<file path="src/rtl/mul_accumulator.sv">
// Saturating signed accumulate stage for a burst of 16-bit multiplier products.
// Accepts a burst of len beats, then holds the sum and sticky flags until downstream takes it.
module mul_accumulator #(
    parameter int ACC_W = 18,
    parameter int CNT_W = 4
) (
    input  logic             clk,
    input  logic             rst,
    input  logic             start,
    input  logic [CNT_W-1:0] len,
    input  logic             in_valid,
    output logic             in_ready,
    input  logic [15:0]      in_prod,
    input  logic             in_ov,
    output logic             out_valid,
    input  logic             out_ready,
    output logic [ACC_W-1:0] out_acc,
    output logic             out_sat,
    output logic             out_ov,
    output logic             busy
);

    typedef enum logic [1:0] {
        IDLE = 2'd0,
        RUN  = 2'd1,
        DONE = 2'd2
    } state_t;

    localparam logic [ACC_W-1:0] ACC_MAX  = {1'b0, {(ACC_W-1){1'b1}}};
    localparam logic [ACC_W-1:0] ACC_MIN  = {1'b1, {(ACC_W-1){1'b0}}};
    localparam logic [CNT_W-1:0] CNT_ZERO = {CNT_W{1'b0}};
    localparam logic [CNT_W-1:0] CNT_ONE  = {{(CNT_W-1){1'b0}}, 1'b1};

    state_t             state_r;
    state_t             state_nxt_s;
    logic [ACC_W-1:0]   acc_r;
    logic [CNT_W-1:0]   cnt_r;
    logic               sat_r;
    logic               ov_r;
    logic [ACC_W:0]     sat_res_s;
    logic               accept_s;

    // Returns {clamp_flag, result}; one guard bit detects overflow of the signed sum.
    function automatic logic [ACC_W:0] sat_add(input logic [ACC_W-1:0] a,
                                               input logic [15:0] p);
        logic [ACC_W:0] sum;
        sum = {a[ACC_W-1], a} + {{(ACC_W-15){p[15]}}, p};
        if (sum[ACC_W] != sum[ACC_W-1]) begin
            if (sum[ACC_W]) begin
                sat_add = {1'b1, ACC_MIN};
            end else begin
                sat_add = {1'b1, ACC_MAX};
            end
        end else begin
            sat_add = {1'b0, sum[ACC_W-1:0]};
        end
    endfunction

    // Saturating sum of the running total and the current beat
    always_comb begin
        sat_res_s = sat_add(acc_r, in_prod);
        accept_s  = in_valid && (state_r == RUN);
    end

    // State register
    always_ff @(posedge clk) begin
        if (rst) begin
            state_r <= IDLE;
        end else begin
            state_r <= state_nxt_s;
        end
    end

    // Next-state logic
    always_comb begin
        state_nxt_s = state_r;
        case (state_r)
            IDLE: begin
                if (start) begin
                    state_nxt_s = (len == CNT_ZERO) ? DONE : RUN;
                end else begin
                    state_nxt_s = IDLE;
                end
            end
            RUN: begin
                if (accept_s && (cnt_r == CNT_ONE)) begin
                    state_nxt_s = DONE;
                end else begin
                    state_nxt_s = RUN;
                end
            end
            DONE: begin
                if (out_ready) begin
                    state_nxt_s = IDLE;
                end else begin
                    state_nxt_s = DONE;
                end
            end
            default: state_nxt_s = IDLE;
        endcase
    end

    // Handshake and status outputs decoded from state
    always_comb begin
        in_ready  = 1'b0;
        out_valid = 1'b0;
        busy      = 1'b0;
        case (state_r)
            IDLE: begin
                in_ready  = 1'b0;
                out_valid = 1'b0;
                busy      = 1'b0;
            end
            RUN: begin
                in_ready  = 1'b1;
                out_valid = 1'b0;
                busy      = 1'b1;
            end
            DONE: begin
                in_ready  = 1'b0;
                out_valid = 1'b1;
                busy      = 1'b1;
            end
            default: begin
                in_ready  = 1'b0;
                out_valid = 1'b0;
                busy      = 1'b0;
            end
        endcase
    end

    // Accumulator, beat counter and sticky flags; values persist in IDLE until the next start
    always_ff @(posedge clk) begin
        if (rst) begin
            acc_r <= {ACC_W{1'b0}};
            cnt_r <= CNT_ZERO;
            sat_r <= 1'b0;
            ov_r  <= 1'b0;
        end else begin
            case (state_r)
                IDLE: begin
                    if (start) begin
                        acc_r <= {ACC_W{1'b0}};
                        cnt_r <= len;
                        sat_r <= 1'b0;
                        ov_r  <= 1'b0;
                    end
                end
                RUN: begin
                    if (accept_s) begin
                        acc_r <= sat_res_s[ACC_W-1:0];
                        cnt_r <= cnt_r - CNT_ONE;
                        sat_r <= sat_r | sat_res_s[ACC_W];
                        ov_r  <= ov_r | in_ov;
                    end
                end
                default: begin
                    acc_r <= acc_r;
                end
            endcase
        end
    end

    assign out_acc = acc_r;
    assign out_sat = sat_r;
    assign out_ov  = ov_r;

endmodule

</file>
<file path="config.mk">
export PLATFORM = sky130hd
export DESIGN_NAME = mul_accumulator
export DESIGN_NICKNAME = d
export VERILOG_FILES = /design/src/rtl/mul_accumulator.sv
export SDC_FILE = /design/constraint.sdc
export NUM_CORES = 1
export LEC_CHECK = 0
export CAP_MARGIN = 0
export CORE_MARGIN = 2
export CORE_UTILIZATION = 30
export CTS_CLUSTER_SIZE = 30
export DETAILED_ROUTE_END_ITERATION = 10
export GPL_TIMING_DRIVEN = 0
export PLACE_DENSITY_LB_ADDON = 0.2
export SLEW_MARGIN = 20
export SYNTH_ARGS = -nofsm -noshare
export SYNTH_HDL_FRONTEND = slang
export SYNTH_SLANG_ARGS = --single-unit
</file>
<file path="constraint.sdc">
create_clock -name clk -period 3.6 [get_ports clk]
set_clock_uncertainty 0.05 [all_clocks]
set_input_delay 1.08 -clock clk [delete_from_list [all_inputs] [get_ports clk]]
set_output_delay 1.08 -clock clk [all_outputs]
set_load 0.005 [all_outputs]
</file>
* Yosys cells after proc, flatten, opt, wreduce, memory -nomap -nowiden
Index checks and enable logic that the tools add are counted.
** Word-level totals
- Register bits after elaboration :: 26
- Bits of input ports :: 26
- Output and inout port bits :: 23
- Logic and storage cells :: 43
** Operators by class
- Add/sub/neg operators :: 2
- Equality and inequality tests :: 6
- Muxes and demuxes :: 21
- Bitwise gates (word level) :: 2
- Reduce and logical (&&, ||, !) cells :: 7
** Operator list (number)
- $mux W18 :: 3
- $pmux W18 S2 :: 1
- $add A18 B16 Y19 :: 1
- $mux W19 :: 1
- $mux W2 :: 4
- $mux W4 :: 2
- $pmux W4 S2 :: 1
- $mux W1 :: 6
- $pmux W2 S3 :: 1
- $eq A4 B1 Y1 const B :: 1
- $logic_not A4 Y1 :: 1
- $ne A2 B2 Y1 const B :: 2
- $pmux W1 S2 :: 2
- $sub A4 B1 Y4 const B :: 1
- $reduce_and A3 Y1 :: 1
- $eq A2 B1 Y1 const B :: 1
- $eq A2 B2 Y1 const B :: 1
- $logic_and A1 B1 Y1 :: 2
- $logic_not A2 Y1 :: 1
- $or A1 B1 Y1 :: 2
- $reduce_bool A2 Y1 :: 1
- $reduce_or A2 Y1 :: 1
- $ne A1 B1 Y1 :: 1

* Depth between registers and ports, before layout
Gate-level depths: netlist (run 1).
- Word-level depth :: 6
- Gate-level depth with buffers :: 11
- Depth with buffers taken out :: 10

* Worst setup path after synthesis (run 1)
Ideal clock, no wire load.
- Path type :: input -> register
- Start :: input in_prod[8]
- End :: register acc_r[0], in the netlist out_acc[0]
- Library setup time :: 117 ps
- Arrival :: 2953 ps
- Data required time :: 3433 ps
- Path slack :: 480 ps
- Cell stages on the path :: 9
- Path buffers :: 1
- Cell sequence :: ha_1 -> a21oi_1 -> o21ai_1 -> a221oi_2 -> nand3_1 -> and3_4 -> buf_6 -> maj3_2 -> a22o_1
** On the way
- Longest elaborated chain between the ends :: 5
- Elaborated cells between the ends (all ways) :: 6
- Classes of those cells :: 1 x add/sub; 1 x eq/ne; 4 x mux
** Ends and longest elaborated chain
- start, declared :: line 13 : input logic [15:0] in_prod,
- $add A18 B16 Y19 * :: line 47 : sum = {a[ACC_W-1], a} + {{(ACC_W-15){p[15]}}, p};
- $mux W18 or $ne A1 B1 Y1 (tied branches) :: line 49, 48
- $mux W19 * :: line 48 : if (sum[ACC_W] != sum[ACC_W-1]) begin
- $mux W18 * :: line 150 : if (accept_s) begin
- $pmux W18 S2 * :: line 140 : case (state_r)
- end signal, assigned :: line 143 : acc_r <= {ACC_W{1'b0}};
- end signal, assigned :: line 151 : acc_r <= sat_res_s[ACC_W-1:0];
- end signal, assigned :: line 158 : acc_r <= acc_r;
- end, declared :: line 36 : logic [ACC_W-1:0] acc_r;
Every way passes the cells marked *; elsewhere a longest branch is shown, timed or not. The select of a mux whose other input is x is not followed.
A chain may end at the register's enable or synchronous reset.

* Worst setup path after layout (run 1)
- Start :: input in_prod[0]
- End :: register acc_r[12], in the netlist out_acc[12]
The elaborated chain is that of the path after synthesis.

==> results.md, run 1 <==
* Run status: completed
* Global route total overflow at 0
* Total global routing track utilization at 0.155
* Cell type contributing the most total cell area after synthesis: sky130_fd_sc_hd__dfxtp_1
* Tightest slew margin relative to the limit at 0.583
* Layout-stage area growth over the synthesis result at 35.4%
* Max Fclk at 0.284 GHz
* WL per Instance at 14.2 µm
* Req. time, crit path at 3770 ps
* Critical path class: in2reg
* Data arrival time at the worst-slack endpoint at 3690 ps
* Number of endpoints with negative hold slack in the final report at 0
* Sequential fraction of the synthesis area at 0.232
* Area share of the largest cell type after synthesis at 0.232
* Number of antenna-violating nets in the routed design at 0
* HPWL after detailed placement at 4780 µm
* Clk Tree Root Cell: sky130_fd_sc_hd__clkbuf_8
* Post-synthesis net count at 337
* Detailed router's first-iteration violation count at 125
* First-pass GRT wire length at 10400 µm
* Antenna violations before repair at 0
* Final critical-path required period at around 3500 ps
* Number of global-route vias before repair at around 2100
* Leading cell type in the layout, fill and taps excluded: sky130_fd_sc_hd__clkdlybuf4s50_1
* Wire length after detailed routing at 6290 µm
* DR DRC count at 0
* Peak VDD IR at 191 µV
* Area of the multi-input gates at 0.00166 mm²
* Clock-pin slew reported for the worst setup and hold paths after clock tree synthesis at approximately 110 ps
* Type of destination of the critical path: register
* Core region area at around 0.0073 mm²
* Max Fanout on Critical Path at 5
* FF/Latch Area at between 500 and 600 µm²
* Initial cell density of the core at 0.309
* Mean cell area of the mapped netlist at 7.83 µm²
* Layout Utilization at 0.418
* Number of synthesized flops with an enable pin at 0
* Top-level I/O count at 49
* Placement row count at 31
* Synth Warn # at 0
* Top library cells by usage in the layout, fill and taps aside: sky130_fd_sc_hd__clkdlybuf4s50_1 (48), sky130_fd_sc_hd__nand2_1 (34), sky130_fd_sc_hd__dfxtp_1 (26)
* Max-Cap Viols at 0
* Smallest setup slack after layout at slightly below 80 ps
* Setup TNS at 0 ps
* Total iterations of the first detailed-routing run at 4
* Share of the clock period used by the worst path at 0.978
* Routed via count divided by cell count at 5.05
* Diodes inserted at 0
* Count of nets after finishing at between 300 and 400
* CTS H-tree depth at 1
* Synthesized area at 0.00224 mm²
* Leading post-synthesis cells by cell area: sky130_fd_sc_hd__dfxtp_1 (23%), sky130_fd_sc_hd__ha_1 (13%), sky130_fd_sc_hd__a21oi_1 (5.8%)
* Buffers from clock root to sink, at most at 2
* Floorplan die area at 0.00817 mm²
* Post-CTS Hold Buffers at 0
* Die Height at 90.4 µm
* Input/output buffers at 48
* Count of filler cells inserted in the layout at 770
* Ratio of total power to cell area at approximately 370 mW/mm²
* Crit start category: input port
* Finished Cell Area at 0.00303 mm²
* Number of distinct standard cells referenced by the synthesized netlist at 54
* Pin count of the biggest net entering global routing at 16
* Worst slack at placement at -464 ps
* GP Congestion at between 0.8 and 0.9
* Count of final max-slew check failures at 0
* Post-synth ARST share at 0
* Register bit count reported by yosys at 26
* Most frequently used flop master after synthesis: sky130_fd_sc_hd__dfxtp_1
* Clock sink total at 26
* Clock tree from TritonCTS: built
* Fraction of final layout cells sized beyond drive strength 1 at 0.0959
* CTS Buf Count at 3
* Final-report setup violation count at 0
* Hold Crit Class: reg2reg
* Floorplan die width at 90.4 µm
* Pin slew with the least headroom to its limit at between 600 and 700 ps
* Instance count of the mapped netlist at ~290
* Final Hold Slack at 421 ps
* Reported leakage power at about 0.0012 µW
* Later-pin clock latency in the skew report at 280 ps
* Number of vias after detailed routing at between 2000 and 2500
* Placement Cell Area at 0.00284 mm²
## path summary, 6_finish.rpt
kind                                   from           to  slack, ps  depth (start not counted)
worst min-delay path            out_acc[14]  out_acc[14]        420                          2
worst min register to register  out_acc[14]  out_acc[14]        420                          2
worst max-delay path             in_prod[0]  out_acc[12]         80                         12
worst max register to register   out_acc[0]  out_acc[12]        960                         11
## registers in the layout, summed over array words and instances (netlist names)
| register | flops |
|---|---|
| state_r | 2 |
| out_sat | 1 |
| cnt_r | 4 |
| out_ov | 1 |
| out_acc | 18 |
## what timing repair did
action                                  4_1_cts  5_1_grt
setup buffers                                 1        4
hold endpoints to repair                      0        0
endpoints found under the setup margin       11       15
pin swaps                                     1        4
cloned                                        0        1
resized for setup                             3        8
## stage by stage
step	instances	total power, µW
2_1_floorplan	286	681
3_3_place_gp	433	841
3_5_place_dp	433	844
4_1_cts	438	1110
5_1_grt	443	1220
6_report	443	1130
## area by class of cell
class	count	share of cell area
timing repair buffer	54	0.179
clock inverter	1	0.00991
buffer	10	0.0198
clock buffer	3	0.0136
inverter	15	0.0186
multi-input combinational	235	0.546
sequential	26	0.172
tap	99	0.0409
## critical path, cell delays in order
cell                              delay [ps]
sky130_fd_sc_hd__clkdlybuf4s50_1         460
sky130_fd_sc_hd__ha_1                    170
sky130_fd_sc_hd__inv_1                    60
sky130_fd_sc_hd__fa_1                    400
sky130_fd_sc_hd__nand2b_4                170
sky130_fd_sc_hd__a21oi_2                 200
sky130_fd_sc_hd__o21ai_0                 120
sky130_fd_sc_hd__nand2_1                 170
sky130_fd_sc_hd__a32oi_4                 180
sky130_fd_sc_hd__clkbuf_16               220
sky130_fd_sc_hd__maj3_1                  330
sky130_fd_sc_hd__o21ai_0                 130
## report_power, final
group,total (µW),switching (µW),internal [µW],leakage [µW]
Sequential,344,25.5,319,0.000212
Combinational,527,265,262,0.000919
Clock,261,112,149,0.0000357
Total,1130,402,730,0.00117
## cells in the mapped netlist (2+ instances only)
| cell type | number |
|---|---|
| sky130_fd_sc_hd__a22o_1 | 2 |
| sky130_fd_sc_hd__o211ai_1 | 5 |
| sky130_fd_sc_hd__dfxtp_1 | 26 |
| sky130_fd_sc_hd__a311oi_1 | 4 |
| sky130_fd_sc_hd__nand2b_1 | 8 |
| sky130_fd_sc_hd__a21o_1 | 6 |
| sky130_fd_sc_hd__nand3_1 | 6 |
| sky130_fd_sc_hd__nor2_1 | 14 |
| sky130_fd_sc_hd__buf_2 | 3 |
| sky130_fd_sc_hd__a211oi_1 | 3 |
| sky130_fd_sc_hd__a31oi_1 | 2 |
| sky130_fd_sc_hd__nor2b_1 | 4 |
| sky130_fd_sc_hd__xnor2_1 | 8 |
| sky130_fd_sc_hd__nor3_1 | 7 |
| sky130_fd_sc_hd__o21ai_1 | 7 |
| sky130_fd_sc_hd__inv_1 | 15 |
| sky130_fd_sc_hd__o2111ai_1 | 2 |
| sky130_fd_sc_hd__xor2_1 | 4 |
| sky130_fd_sc_hd__a21oi_1 | 26 |
| sky130_fd_sc_hd__or3_1 | 2 |
| sky130_fd_sc_hd__o21ai_0 | 22 |
| sky130_fd_sc_hd__a32oi_1 | 3 |
| sky130_fd_sc_hd__maj3_2 | 2 |
| sky130_fd_sc_hd__maj3_1 | 11 |
| sky130_fd_sc_hd__or2_2 | 3 |
| sky130_fd_sc_hd__nand2_1 | 34 |
| sky130_fd_sc_hd__ha_1 | 24 |
| sky130_fd_sc_hd__and2_1 | 3 |
| sky130_fd_sc_hd__clkbuf_1 | 5 |
## cell families (layout without fill, tap and decap cells)
group           count (synthesis)  after routing  synth area share
compound gates                 94             94             0.267
xor+xnor                       12             12            0.0469
fa+ha+maj                      38             38             0.202
buf+inv                        25             83            0.0486
flops                          26             26             0.232
mux                             2              2           0.00950
simple gates                   89             89             0.193
## routing by layer
| layer | track usage | vias to the layer above | routed length, µm |
|---|---|---|---|
| li1 | - | 1167 | - |
| met1 | 0.217 | 1025 | 3230 |
| met2 | 0.249 | 41 | 2790 |
| met3 | 0.0309 | 4 | 238 |
| met4 | 0.0269 | 0 | 41 |
| met5 | 0 | - | 0 |
No activity file was read; power rests on OpenSTA's default activity.
==> run 2, diff against run 1 <==
--- a/config.mk
+++ b/config.mk
@@ -10,6 +10,7 @@
 export CORE_UTILIZATION = 30
 export CTS_CLUSTER_SIZE = 30
 export DETAILED_ROUTE_END_ITERATION = 10
+export GPL_ROUTABILITY_DRIVEN = 0
 export GPL_TIMING_DRIVEN = 0
 export PLACE_DENSITY_LB_ADDON = 0.2
 export SLEW_MARGIN = 20
==> results of run 2 <==
No change in the layout: final DEF, timing and power equal those of run 1.
==> run 3, diff against run 2 <==
--- a/config.mk
+++ b/config.mk
@@ -6,8 +6,9 @@
 export NUM_CORES = 1
 export LEC_CHECK = 0
 export CAP_MARGIN = 0
-export CORE_MARGIN = 2
+export CORE_MARGIN = 4
 export CORE_UTILIZATION = 30
+export CTS_BUF_LIST = sky130_fd_sc_hd__clkbuf_16
 export CTS_CLUSTER_SIZE = 30
 export DETAILED_ROUTE_END_ITERATION = 10
 export GPL_ROUTABILITY_DRIVEN = 0
==> results.md, run 3 (same netlist as run 1, synthesis figures left out) <==
* Run status: completed (unchanged)
* Share of the clock period used by the worst path at 0.969 (was 0.978)
* Peak VDD IR at 187 µV (was 191 µV)
* Floorplan die area at 0.00891 mm² (was 0.00817 mm²)
* Antenna violations before repair at 0 (unchanged)
* Number of global-route vias before repair at 2033 (was 2140)
* Top-level I/O count at 49 (unchanged)
* Final-report setup violation count at 0 (unchanged)
* Post-CTS Hold Buffers at 0 (unchanged)
* Later-pin clock latency in the skew report at 270 ps (was 280 ps)
* Number of antenna-violating nets in the routed design at 0 (unchanged)
* # placed instances at 433 (unchanged)
* CTS Buf Count at 3 (unchanged)
* Ratio of total power to cell area at 393 mW/mm² (was 373 mW/mm²)
* Leading cell type in the layout, fill and taps excluded: sky130_fd_sc_hd__clkdlybuf4s50_1 (unchanged)
* Overall power after layout at 1220 µW (was 1130 µW)
* Routed via count divided by cell count at 4.99 (was 5.05)
* Total global routing track utilization at 0.136 (was 0.155)
* DR DRC count at 0 (unchanged)
* Detailed router's first-iteration violation count at 107 (was 125)
* Die Height at 94.4 µm (was 90.4 µm)
* Tightest slew margin relative to the limit at 0.564 (was 0.583)
* Max Fanout on Critical Path at 5 (unchanged)
* Crit start category: input port (unchanged)
* Clock sink total at 26 (unchanged)
* Fraction of final layout cells sized beyond drive strength 1 at 0.112 (was 0.0959)
* Slowest stage delay, CP at 460 ps (about the same)
* Max-Cap Viols at 0 (unchanged)
* Clk Tree Root Cell: sky130_fd_sc_hd__clkbuf_16 (was sky130_fd_sc_hd__clkbuf_8)
* Count of final max-slew check failures at 0 (unchanged)
* Final critical-path required period at 3490 ps (was 3520 ps)
* Clock tree from TritonCTS: built (unchanged)
* Number of flip-flops in the largest register at 18 (unchanged)
* Pin slew with the least headroom to its limit at 654 ps (was 625 ps)
* Number of vias after detailed routing at 2230 (was 2237)
* Layout-stage area growth over the synthesis result at 38.7% (was 35.4%)
* First-pass GRT wire length at 9760 µm (was 10400 µm)
* Hold Crit Class: reg2reg (unchanged)
* Critical path class: in2reg (unchanged)
* Pin count of the biggest net entering global routing at 16 (unchanged)
* Placement row count at 31 (unchanged)
* Clock-pin slew reported for the worst setup and hold paths after clock tree synthesis at 80 ps (was 110 ps)
* Wire length after detailed routing at 6300 µm (was 6290 µm)
* Diodes inserted at 0 (unchanged)
* Count of nets after finishing at 400 (was 396)
* Buffers from clock root to sink, at most at 2 (unchanged)
* Core region area at 0.00725 mm² (unchanged)
* Max Fclk at 0.287 GHz (was 0.284 GHz)
* Global route total overflow at 0 (unchanged)
* Floorplan die width at 94.4 µm (was 90.4 µm)
* Req. time, crit path at 3750 ps (was 3770 ps)
* Slowest library cell on the worst path: sky130_fd_sc_hd__clkdlybuf4s50_1 (unchanged)
* HPWL after detailed placement at 4790 µm (was 4780 µm)
* Top library cells by usage in the layout, fill and taps aside: sky130_fd_sc_hd__clkdlybuf4s50_1 (48), sky130_fd_sc_hd__nand2_1 (34), sky130_fd_sc_hd__dfxtp_1 (26) (unchanged)
* Data arrival time at the worst-slack endpoint at 3640 ps (was 3690 ps)
* Initial cell density of the core at 0.309 (unchanged)
* Number of endpoints with negative hold slack in the final report at 0 (unchanged)
* WL per Instance at 14.1 µm (was 14.2 µm)
* Type of destination of the critical path: register (unchanged)
* Number of standard cells in the final layout excluding fillers at 447 (was 443)
* CTS H-tree depth at 1 (unchanged)
* Critical path, cell by cell: clkdlybuf4s50_1 -> ha_1 -> inv_1 -> fa_2 -> nand2b_4 -> a21oi_4 -> o21ai_1 -> nand2_1 -> a32oi_4 -> buf_6 -> clkbuf_4 -> maj3_1 -> o21ai_0 (was clkdlybuf4s50_1 -> ha_1 -> inv_1 -> fa_1 -> nand2b_4 -> a21oi_2 -> o21ai_0 -> nand2_1 -> a32oi_4 -> clkbuf_16 -> maj3_1 -> o21ai_0)
* Reported leakage power at 0.00120 µW (was 0.00117 µW)
* Total iterations of the first detailed-routing run at 4 (unchanged)
* Input/output buffers at 48 (unchanged)
-- run 3: cell types whose count changed in the layout (fill, tap and decap cells not counted), sizes merged --
cell	before	now
buf	10	14
-- run 3: area by class of cell --
cell class / instances / area (µm²)
plain buffers: 10 / 56.3
clock buffers: 3 / 75.1
clock inverters: 1 / 30.0
fillers: 736 / 4150
inverters: 15 / 56.3
multi-input cells: 235 / 1680
flip-flops and latches: 26 / 520
well taps: 99 / 124
repair buffers: 58 / 568
-- run 3: timing repair --
action,CTS,global route
gates resized for setup,3,12
gates cloned,0,0
endpoints found under the setup margin,9,15
setup buffers,1,9
pin swaps,1,4
-- run 3: layer usage --
| layer | part of all wire | GRT usage | vias up | routed length, µm |
|---|---|---|---|---|
| met2 | 0.44 | 0.215 | 41 | 2750 |
| met4 | 0.011 | 0.0289 | 0 | 68 |
| met1 | 0.51 | 0.197 | 1009 | 3220 |
| met3 | 0.041 | 0.0191 | 6 | 260 |
| li1 | - | - | 1174 | - |
| met5 | 0 | 0 | - | 0 |
-- run 3: report_power, final --
part | internal [µW] | switching (µW) | leakage (µW)
logic | 266 | 269 | 0.000932
registers | 319 | 25.4 | 0.000212
clock network | 222 | 120 | 0.0000511
-- run 3: final timing paths --
check                     end        start  cells after the start  slack [ps]
hold reg to reg       out_sat      out_sat                      2         410
hold / removal        out_sat      out_sat                      2         410
setup reg to reg  out_acc[10]  out_acc[11]                      9        1010
setup / recovery   out_acc[7]   in_prod[0]                     13         110
-- run 3: through the flow --
| step | cell area (µm²) | setup TNS (ps) | utilization | setup slack, ps | hold WS [ps] |
|---|---|---|---|---|---|
| finish | 3110 | 0 | 0.428 | 112 | 414 |
| global route | 3110 | -23.0 | 0.428 | -23.0 | 449 |
| CTS | 2970 | 0 | 0.410 | 16.2 | 423 |
| detailed placement | 2840 | -5570 | 0.392 | -422 | 407 |
| global placement | 2840 | -5370 | 0.392 | -409 | 393 |
| floorplan | 2240 | 0 | - | 480 | 399 |
-- run 3: critical path: cells and delay by family --
family / cells / cell delay (ps)
AOI/OAI and AO/OA: 4 / 550
and+or+nand+nor: 2 / 300
buffers and inverters: 4 / 860
adders and majority gates: 3 / 860
